===== config.mk =====
export PLATFORM = sky130hd
export DESIGN_NAME = jpeg_frame_ctrl
export DESIGN_NICKNAME = d
export VERILOG_FILES = /design/src/rtl/jpeg_frame_ctrl.sv
export SDC_FILE = /design/constraint.sdc
export NUM_CORES = 1
export LEC_CHECK = 0
export CORE_AREA = 2 2 117 141
export CTS_CLUSTER_DIAMETER = 80
export CTS_CLUSTER_SIZE = 28
export DETAILED_ROUTE_END_ITERATION = 10
export DIE_AREA = 0 0 119 143
export PLACE_DENSITY = 0.6
export SYNTH_ARGS = -nofsm -noshare
export SYNTH_HDL_FRONTEND = slang
export SYNTH_SLANG_ARGS = --single-unit

===== constraint.sdc =====
create_clock -name sys_clk -period 5 [get_ports sys_clk]
set_clock_uncertainty 0.05 [all_clocks]
set_input_delay 0.75 -clock sys_clk [delete_from_list [all_inputs] [get_ports sys_clk]]
set_output_delay 0.75 -clock sys_clk [all_outputs]
set_load 0.02 [all_outputs]

===== src/rtl/jpeg_frame_ctrl.sv =====
// Frame-level sequencer for the JPEG encode path: spaces encoder start pulses,
// counts each frame's bytes from the encoder strobe and watches for stalled frames.
module jpeg_frame_ctrl #(
   parameter int START_LEN      = 4,
   parameter int GAP_CYCLES     = 1024,
   parameter int TIMEOUT_CYCLES = 5_000_000,
   parameter int BYTE_W         = 20
) (
   input  logic              sys_clk,
   input  logic              rst_n,
   input  logic              trig,
   input  logic              cont_en,
   input  logic              send_data_vaild,
   input  logic              send_data_last,
   output logic              enc_start,
   output logic              busy,
   output logic              frame_done,
   output logic [BYTE_W-1:0] frame_bytes,
   output logic [15:0]       frame_cnt,
   output logic              timeout_err
);

   localparam int PH_MAX = (START_LEN > GAP_CYCLES) ? START_LEN : GAP_CYCLES;
   localparam int PH_W   = $clog2(PH_MAX + 1);
   localparam int WD_W   = $clog2(TIMEOUT_CYCLES);

   localparam logic [PH_W-1:0] START_LAST = PH_W'(START_LEN - 1);
   localparam logic [PH_W-1:0] GAP_LAST   = PH_W'(GAP_CYCLES - 1);
   localparam logic [WD_W-1:0] WD_LAST    = WD_W'(TIMEOUT_CYCLES - 1);

   typedef enum logic [2:0] {
      S_IDLE,
      S_START,
      S_RUN,
      S_DONE,
      S_GAP
   } state_t;

   state_t            state;
   logic              trig_q;
   logic              trig_q_d;
   logic              pend;
   logic [PH_W-1:0]   phase_cnt;
   logic [WD_W-1:0]   wdog_cnt;
   logic [BYTE_W-1:0] byte_cnt;

   logic              trig_edge;
   logic              last_beat;
   logic [BYTE_W-1:0] byte_inc;

   // Rising edge is seen on the registered copy, so a start lands one clock after it is sampled.
   always_comb begin
      trig_edge = trig_q & ~trig_q_d;
      last_beat = send_data_vaild & send_data_last;
      byte_inc  = (&byte_cnt) ? byte_cnt : byte_cnt + BYTE_W'(1);
   end

   always_ff @(posedge sys_clk or negedge rst_n) begin
      if (!rst_n) begin
         state       <= S_IDLE;
         trig_q      <= 1'b0;
         trig_q_d    <= 1'b0;
         pend        <= 1'b0;
         phase_cnt   <= '0;
         wdog_cnt    <= '0;
         byte_cnt    <= '0;
         enc_start   <= 1'b0;
         busy        <= 1'b0;
         frame_done  <= 1'b0;
         frame_bytes <= '0;
         frame_cnt   <= '0;
         timeout_err <= 1'b0;
      end else begin
         trig_q     <= trig;
         trig_q_d   <= trig_q;
         frame_done <= 1'b0;

         // Only one request can be remembered while a frame is in flight.
         if (trig_edge && state != S_IDLE) begin
            pend <= 1'b1;
         end

         case (state)
            S_IDLE: begin
               if (trig_edge || cont_en || pend) begin
                  state       <= S_START;
                  enc_start   <= 1'b1;
                  busy        <= 1'b1;
                  phase_cnt   <= '0;
                  wdog_cnt    <= '0;
                  byte_cnt    <= '0;
                  timeout_err <= 1'b0;
                  pend        <= 1'b0;
               end
            end

            S_START: begin
               if (last_beat) begin
                  state       <= S_DONE;
                  enc_start   <= 1'b0;
                  byte_cnt    <= byte_inc;
                  frame_done  <= 1'b1;
                  frame_bytes <= byte_inc;
                  frame_cnt   <= frame_cnt + 16'd1;
               end else begin
                  if (send_data_vaild) begin
                     byte_cnt <= byte_inc;
                  end
                  if (phase_cnt == START_LAST) begin
                     state     <= S_RUN;
                     enc_start <= 1'b0;
                     wdog_cnt  <= '0;
                  end else begin
                     phase_cnt <= phase_cnt + PH_W'(1);
                  end
               end
            end

            S_RUN: begin
               if (last_beat) begin
                  state       <= S_DONE;
                  byte_cnt    <= byte_inc;
                  frame_done  <= 1'b1;
                  frame_bytes <= byte_inc;
                  frame_cnt   <= frame_cnt + 16'd1;
               end else if (send_data_vaild) begin
                  byte_cnt <= byte_inc;
                  wdog_cnt <= '0;
               end else if (wdog_cnt == WD_LAST) begin
                  // A stalled frame is abandoned without touching the completed-frame outputs.
                  state       <= S_GAP;
                  phase_cnt   <= '0;
                  timeout_err <= 1'b1;
               end else begin
                  wdog_cnt <= wdog_cnt + WD_W'(1);
               end
            end

            S_DONE: begin
               state     <= S_GAP;
               phase_cnt <= '0;
            end

            S_GAP: begin
               if (phase_cnt == GAP_LAST) begin
                  state <= S_IDLE;
                  busy  <= 1'b0;
               end else begin
                  phase_cnt <= phase_cnt + PH_W'(1);
               end
            end

            default: begin
               state     <= S_IDLE;
               enc_start <= 1'b0;
               busy      <= 1'b0;
            end
         endcase
      end
   end

endmodule


==> Word level (Yosys, flattened, before mapping) <==
Index checks and enable logic that the tools add are counted.
{ "classes": {"bitwise": 5, "eq_ne": 21, "reduce_logical": 21, "n_mux": 44, "addsub": 4} }
{ "ops": {"columns": ["op", "n"], "rows": [
  ["$mux W23", 6],
  ["$mux W20", 4],
  ["$mux W11", 7],
  ["$pmux W23 S3", 1],
  ["$pmux W11 S5", 1],
  ["$pmux W20 S2", 1],
  ["$add A23 B1 Y23 const B", 1],
  ["$eq A23 B23 Y1 const B", 1],
  ["$mux W3", 7],
  ["$add A20 B1 Y20 const B", 1],
  ["$reduce_and A20 Y1", 1],
  ["$ne A2 B2 Y1 const B", 9],
  ["$add A16 B1 Y16 const B", 1],
  ["$pmux W3 S5", 1],
  ["$mux W1", 13],
  ["$ne A3 B3 Y1 const B", 4],
  ["$add A11 B1 Y11 const B", 1],
  ["$eq A11 B10 Y1 const B", 1],
  ["$eq A11 B2 Y1 const B", 1],
  ["$reduce_and A5 Y1", 2],
  ["$reduce_and A3 Y1", 3],
  ["$reduce_and A8 Y1", 1],
  ["$eq A3 B2 Y1 const B", 2],
  ["$pmux W1 S3", 2],
  ["16 further kinds", 23]
]} }
{ "word_totals": {"input_bits": 6, "regBits": 100, "wordCells": 108} }

==> Depth between registers and ports, before layout <==
Gate-level depths: netlist (run 1).
{ "depth": {"word_depth": 6, "mapped_depth": 8, "depth_no_buf": 6} }

==> Worst setup path after synthesis (run 1) <==
OpenSTA, ideal clock, no wires.
{ "synth_timing": {"path_type": "input to register", "from": "in send_data_vaild", "to": "reg phase_cnt[9]", "setup_slack_ns": 2.443, "setup_ns": 0.110, "arrival_ns": 2.397, "path_stages": 7, "required_ns": 4.840, "path_cell_list": "buf_2 > nor4b_1 > and3_1 > a21oi_1 > or3_1 > buf_2 > o41ai_1"} }
{ "synth_via": {"elab_chain_cells": 3, "elab_cells_between_ends": 5} }
{ "synth_rtl": {"columns": ["item", "line", "source"], "rows": [
  ["start: declaration", "13", "input logic send_data_vaild,"],
  ["$and A1 B1 Y1", "54", "last_beat = send_data_vaild & send_data_last;"],
  ["$ne A2 B2 Y1 (no line)", null, null],
  ["$reduce_and A8 Y1 (no line) *", null, null],
  ["end signal: assignment", "114", "phase_cnt <= phase_cnt + PH_W'(1);"],
  ["end signal: assignment", "149", "phase_cnt <= phase_cnt + PH_W'(1);"],
  ["end: declaration", "43", "logic [PH_W-1:0] phase_cnt;"]
]} }
Every way passes the cells marked *; elsewhere a longest branch is shown, timed or not.
A chain may end at the register's enable or synchronous reset.

==> Final worst setup path (run 1) <==
Same ends and word-level chain as after synthesis.

==> results of run 1 <==
-- per-layer routing --
layer  share of wire (%)  wire (µm)
met2                  51       6790
met1                  44       5870
met4                 1.7        229
met3                 3.7        499
met5                   0          0
-- layout make-up --
type | instances | area [µm²]
clock inverters | 4 | 72.6
inverters | 14 | 52.6
well taps | 208 | 260
repair buffers | 49 | 478
flip-flops and latches | 100 | 2500
multi-input cells | 447 | 2700
fillers | 1529 | 9270
clock buffers | 12 | 246
-- flip-flops by register name (all words and copies together) (netlist names), 3 cells and up --
register and flops:
wdog_cnt 23, frame_bytes 20, phase_cnt 11, byte_cnt 20, frame_cnt 16, state 3
-- layout by cell type (no fill, tap or decap), drive strengths merged, types with 6 or more instances in the layout --
cell	instances
dfrtp	100
nand2	68
clkdlybuf4s50	44
o21ai	41
nor2	39
a31oi	37
a21oi	29
nand3	27
nor3	22
xnor2	16
nand4	15
and3	15
inv	14
clkbuf	12
xor2	11
nor4	10
a21o	8
or3	8
a41oi	8
and2	7
o31ai	6
o22a	6
-- path summary, 6_finish.rpt --
kind	cells past startpoint	start	to
max	6	send_data_vaild	phase_cnt[9]
min	0	trig_q	trig_q_d
max reg2reg	5	phase_cnt[7]	phase_cnt[1]
min reg2reg	0	trig_q	trig_q_d
max in group asynchronous	2	rst_n	frame_cnt[11]
min in group asynchronous	1	rst_n	phase_cnt[0]
-- through the flow --
step / area, µm² / util [%] / power, mW
floorplan: 5370 / - / 0.836
global placement: 5990 / 38.5 / 0.859
detailed placement: 5990 / 38.5 / 0.860
CTS: 6310 / 40.5 / 1.62
global route: 6310 / 40.5 / 1.65
finish: 6310 / 40.5 / 1.60
-- logic make-up after synthesis --
| logic type | Yosys count | synth area share [%] |
|---|---|---|
| xor gates and xnor gates | 27 | 4.40 |
| DFF | 100 | 46.6 |
| AOI/OAI and AO/OA | 169 | 20.3 |
| adders and majority gates | 4 | 0.932 |
| muxes | 4 | 0.792 |
| buffers and inverters | 43 | 3.19 |
| and+or+nand+nor | 243 | 23.8 |
-- where the power goes --
group	internal, mW	total, mW	switching (mW)
Sequential	0.811	0.813	0.00210
Clock	0.452	0.753	0.301
Combinational	0.00746	0.0298	0.0224
==> run_results.csv, run 1 <==
group,metric,value,unit
synth,async_flop_share,100,%
clock_network,clk-insertion-delay-late,350,ps
setup_path,crit_chain,"clkdlybuf4s50_1 > nor4b_1 > and3_1 > a21oi_1 > or3_1 > o41ai_1",
timing,hold_ws,319,ps
synth,synth_top_cell_by_area,"dfrtp_1",
timing,finalHoldViolations,0,
synth,synth_top_area_share,46.6,%
routing,dr.pass1.iters,5,
place,dp_hpwl,9210,µm
pwr,leakagePower,2.53,nW
timing,min_period,2900,ps
outcome,outcome,"completed",
routing,viasPerCell,5.59,
die,design.portCount,46,
final_layout,layout-drive-gt1-share,5.43,%
die,fp-row-count,50,
clock_network,hold_buffers,0,
setup_path,reg2reg_slack,2100,ps
routing,drc,0,
place,routabilityCongestion,0.848,
die,dieArea,17000,µm²
grt,grt_start_max_net_pins,52,
setup_path,crit_family,"simple AND/OR/NAND/NOR gates",
place,placed_cells,818,
pwr,ir_worst_vdd,0.142,mV
timing,timing.slew.headroom,29.2,%
synth,synth.distinct_cells,59,
grt,met2_usage,28.0,%
setup_path,critical_path.startpoint_type,"primary input",
place,portBuffers,45,
routing,wl_per_cell,16.1,µm
clock_network,cts.clk_slew.worst_paths,60,ps
synth,avgSynthCellArea,9.10,µm²
routing,routed_wl,13400,µm
routing,dr_total_vias,4660,
pwr,p_per_area,253,nW/µm²
timing,finalWorstSetupSlack,2100,ps
timing,fin_crit_sh,58.0,%
synth,synth.most_common_cell,"dfrtp_1",
synth,ys_seq_area_share,46.6,%
grt,grt_use_met3,3.55,%
setup_path,end_kind,"flop",
clock_network,cts_tree,"built",
grt,grt_pass1_wl,22700,µm
routing,drt_iter0_drc,353,
final_layout,diodes,0,
clock_network,post_cts_resized,0,
synth,ys_seq_elements,100,
synth,synthCells,590,
synth,synth_edf_count,0,
setup_path,cp.buffers_inverters,1,
grt,use_met1,20.9,%
timing,tns,0,ps
die,die_y,143,µm
setup_path,cp_max_fo,11,
setup_path,path_class,"in2reg",
synth,synth_area_leaders,"dfrtp_1 47%, nand2_1 4.8%, a31oi_1 4.3%, o21ai_0 3.8%, nor2_1 2.7%",
setup_path,crit_path_max_incr_delay,580,ps
synth,synth_area,5370,µm²
grt,grt_antenna_before_repair,0,
synth,yosys-top-cells-count,"100 x dfrtp_1, 68 x nand2_1, 41 x o21ai_0, 38 x nor2_1, 37 x a31oi_1",
timing,drv_slew,0,
grt,top_usage_layer,"met2",
synth,syn_nets,600,
setup_path,worst_ep_required_time,5190,ps
clock_network,clock-sinks,100,
grt,overflow,0,
timing,max_freq,345,MHz
die,core,15600,µm²
clock_network,clock_path_buffers,2,
clock_network,cts-root-buf,"clkbuf_16",
die,start_util,34.5,%
timing,setup_violations,0,
routing,ant_nets,0,
final_layout,syn_to_final_growth,17.5,%
flow_run,cap_violations,0,
die,die_x,119,µm
synth,ys_warn_count,0,
clock_network,numCtsBuffers,9,
grt,grt_pass1_vias,4600,
place,pre_cts_ws,1740,ps
final_layout,final_nets,631,
worst_hold_path,hold_class,"reg2reg",
setup_path,arrival,3090,ps
final_layout,stdcell_count,834,
clock_network,post_cts_buffers,0,
setup_path,slowest_stage,"clkdlybuf4s50_1",
timing,rsz0062_at_grt,"false",
synth,ys.flop_type,"dfrtp_1",
clock_network,htreeDepth,3,
grt,grt_usage,16.5,%
timing,tightest_slew,1050,ps
No activity file was read; power rests on OpenSTA's default activity.
==> inputs of run 2 (changes only) <==
--- a/config.mk
+++ b/config.mk
@@ -10,7 +10,7 @@
 export CTS_CLUSTER_SIZE = 28
 export DETAILED_ROUTE_END_ITERATION = 10
 export DIE_AREA = 0 0 119 143
-export PLACE_DENSITY = 0.6
+export PLACE_DENSITY = 0.62
 export SYNTH_ARGS = -nofsm -noshare
 export SYNTH_HDL_FRONTEND = slang
 export SYNTH_SLANG_ARGS = --single-unit
==> constraint.sdc (replaced) <==
create_clock -name sys_clk -period 2.39 [get_ports sys_clk]
set_clock_uncertainty 0.05 [all_clocks]
set_input_delay 0.3585 -clock sys_clk [delete_from_list [all_inputs] [get_ports sys_clk]]
set_output_delay 0.3585 -clock sys_clk [all_outputs]
set_load 0.02 [all_outputs]
==> run 2 against run 1 <==
Sequential share of layout area is 3.0 points lower. Final area is 8.1% higher. Critical path type is now reg2reg. Hold slack better by 34 ps.
==> run_results.csv, run 2 (synthesis results as in run 1) <==
group,metric,value,unit
place,dp_hpwl,10400,µm
setup_path,cp.buffers_inverters,0,
clock_network,clk-insertion-delay-late,360,ps
die,core,15600,µm²
setup_path,critical_path.startpoint_type,"flop",
clock_network,numCtsBuffers,9,
die,design.portCount,46,
clock_network,cts_tree,"built",
grt,overflow,0,
die,start_util,34.5,%
setup_path,crit_path_max_incr_delay,550,ps
routing,drt_iter0_drc,223,
clock_network,clock_path_buffers,2,
place,placed_area,6470,µm²
flow_run,cap_violations,0,
grt,grt_antenna_before_repair,0,
final_layout,fill_cells,1516,
timing,finalWorstSetupSlack,62.7,ps
grt,grt_pass1_vias,4923,
setup_path,crit_chain,"or4_4 > nor4_4 > nor2_2 > or4_4 > a211o_1",
final_layout,diodes,0,
timing,setup_violations,0,
final_layout,final_nets,693,
place,portBuffers,45,
clock_network,htreeDepth,3,
setup_path,cp_max_fo,3,
timing,drv_slew,0,
pwr,leakagePower,2.85,nW
pwr,swShare,23.6,%
grt,grt_pass1_wl,24500,µm
outcome,outcome,"completed",
timing,tightest_slew,637,ps
timing,fin_crit_sh,97.4,%
final_layout,syn_to_final_growth,27.0,%
final_layout,final_common_cell,"dfrtp_1",
grt,grt_start_max_net_pins,47,
pwr,power.switching,754,µW
clock_network,cts-root-buf,"clkbuf_16",
routing,dr.pass1.iters,5,
setup_path,slowest_stage,"or4_4",
final_layout,fin_util,43.8,%
place,routabilityCongestion,0.859,
setup_path,arrival,2520,ps
final_layout,final_cell_mix,"100 x dfrtp_1, 68 x nand2_1, 63 x buf_4",
setup_path,worst_ep_required_time,2580,ps
pwr,power_frac_clock,44.4,%
clock_network,clock-sinks,100,
routing,viasPerCell,5.52,
pwr,comb_power_share,2.5,%
timing,finalHoldViolations,0,
die,die_x,119,µm
final_layout,finalInstanceArea,6820,µm²
timing,min_period,2330,ps
final_layout,top_regs,"wdog_cnt x23, byte_cnt x20, frame_bytes x20",
final_layout,layout-drive-gt1-share,15.3,%
timing,max_freq,430,MHz
die,die_y,143,µm
clock_network,cts.clk_slew.worst_paths,70,ps
routing,routed_wl,14300,µm
final_layout,largest_reg_flops,23,
timing,timing.slew.headroom,57.0,%
pwr,p_per_area,470,nW/µm²
routing,drc,0,
pwr,ir_worst_vdd,0.331,mV
routing,ant_nets,0,
setup_path,end_kind,"flop",
setup_path,crit_family,"simple AND/OR/NAND/NOR gates",
setup_path,cpMostUsedCell,"or4_4",
routing,dr_total_vias,4950,
setup_path,path_class,"reg2reg",
worst_hold_path,hold_class,"reg2reg",
grt,grt_usage,17.8,%
final_layout,top_register,"wdog_cnt",
die,dieArea,17000,µm²
routing,wl_per_cell,15.9,µm
place,pre_cts_ws,-281,ps
die,fp-row-count,50,
pwr,p_int,2.45,mW
pwr,p_seq_share,53.1,%
run 2: cell count changes in the layout (fill, tap and decap cells not counted), sizes merged:
cell         previous run  this run
buf                     5        66
dlygate4sd3             0         1
bufinv                  2         0
clkinv                  1         3
inv                    14        17
clkbuf                 12         9
run 2: repair_timing:
item / CTS / global route
gates resized for setup: 0 / 8
hold endpoints to repair: 29 / 0
setup buffers: 0 / 2
hold buffers: 1 / 0
endpoints found under the setup margin: 0 / 12
run 2: power by group through the flow:
| stage | logic [mW] | clock network, mW | registers, mW |
|---|---|---|---|
| 2_1_floorplan | 0.0160 | 0 | 1.73 |
| 3_3_place_gp | 0.0812 | 0 | 1.73 |
| 3_5_place_dp | 0.0821 | 0 | 1.73 |
| 4_1_cts | 0.0839 | 1.46 | 1.70 |
| 5_1_grt | 0.0932 | 1.52 | 1.70 |
| 6_report | 0.0808 | 1.42 | 1.70 |
run 2: layer usage:
metal / global-route usage, % / up-vias / part of all wire [%]
met5: 0 / - / 0
li1: - / 2380 / -
met2: 31.7 / 102 / 53
met3: 3.23 / 19 / 3.7
met1: 21.7 / 2449 / 42
met4: 5.89 / 0 / 1.6
run 2: area by class of cell:
| class | instances | area, µm² | area share [%] |
|---|---|---|---|
| clock buffer | 9 | 225 | 3.30 |
| timing repair buffer | 111 | 983 | 14.4 |
| tap | 208 | 260 | 3.82 |
| clock inverter | 7 | 58.8 | 0.862 |
| inverter | 14 | 52.6 | 0.771 |
| sequential | 100 | 2500 | 36.7 |
| multi-input combinational | 447 | 2740 | 40.1 |
run 2: per-stage QoR:
| step | total power, mW | instances | TNS [ps] | hold WS [ps] |
|---|---|---|---|---|
| floorplan | 1.75 | 590 | 0 | 12.9 |
| global placement | 1.81 | 877 | -1850 | 277 |
| detailed placement | 1.82 | 877 | -2480 | 282 |
| CTS | 3.25 | 894 | 0 | 351 |
| global route | 3.32 | 896 | -5.01 | 360 |
| finish | 3.20 | 896 | 0 | 353 |
run 2: path summary, 6_finish.rpt:
path	from	to	slack, ps	cells after the start
min in group asynchronous	rst_n	wdog_cnt[16]	430	2
max reg2reg	phase_cnt[8]	wdog_cnt[21]	60	5
min reg2reg	trig_q	trig_q_d	350	0
max	phase_cnt[8]	wdog_cnt[21]	60	5
min	trig_q	trig_q_d	350	0
max in group asynchronous	rst_n	frame_bytes[16]	1180	3
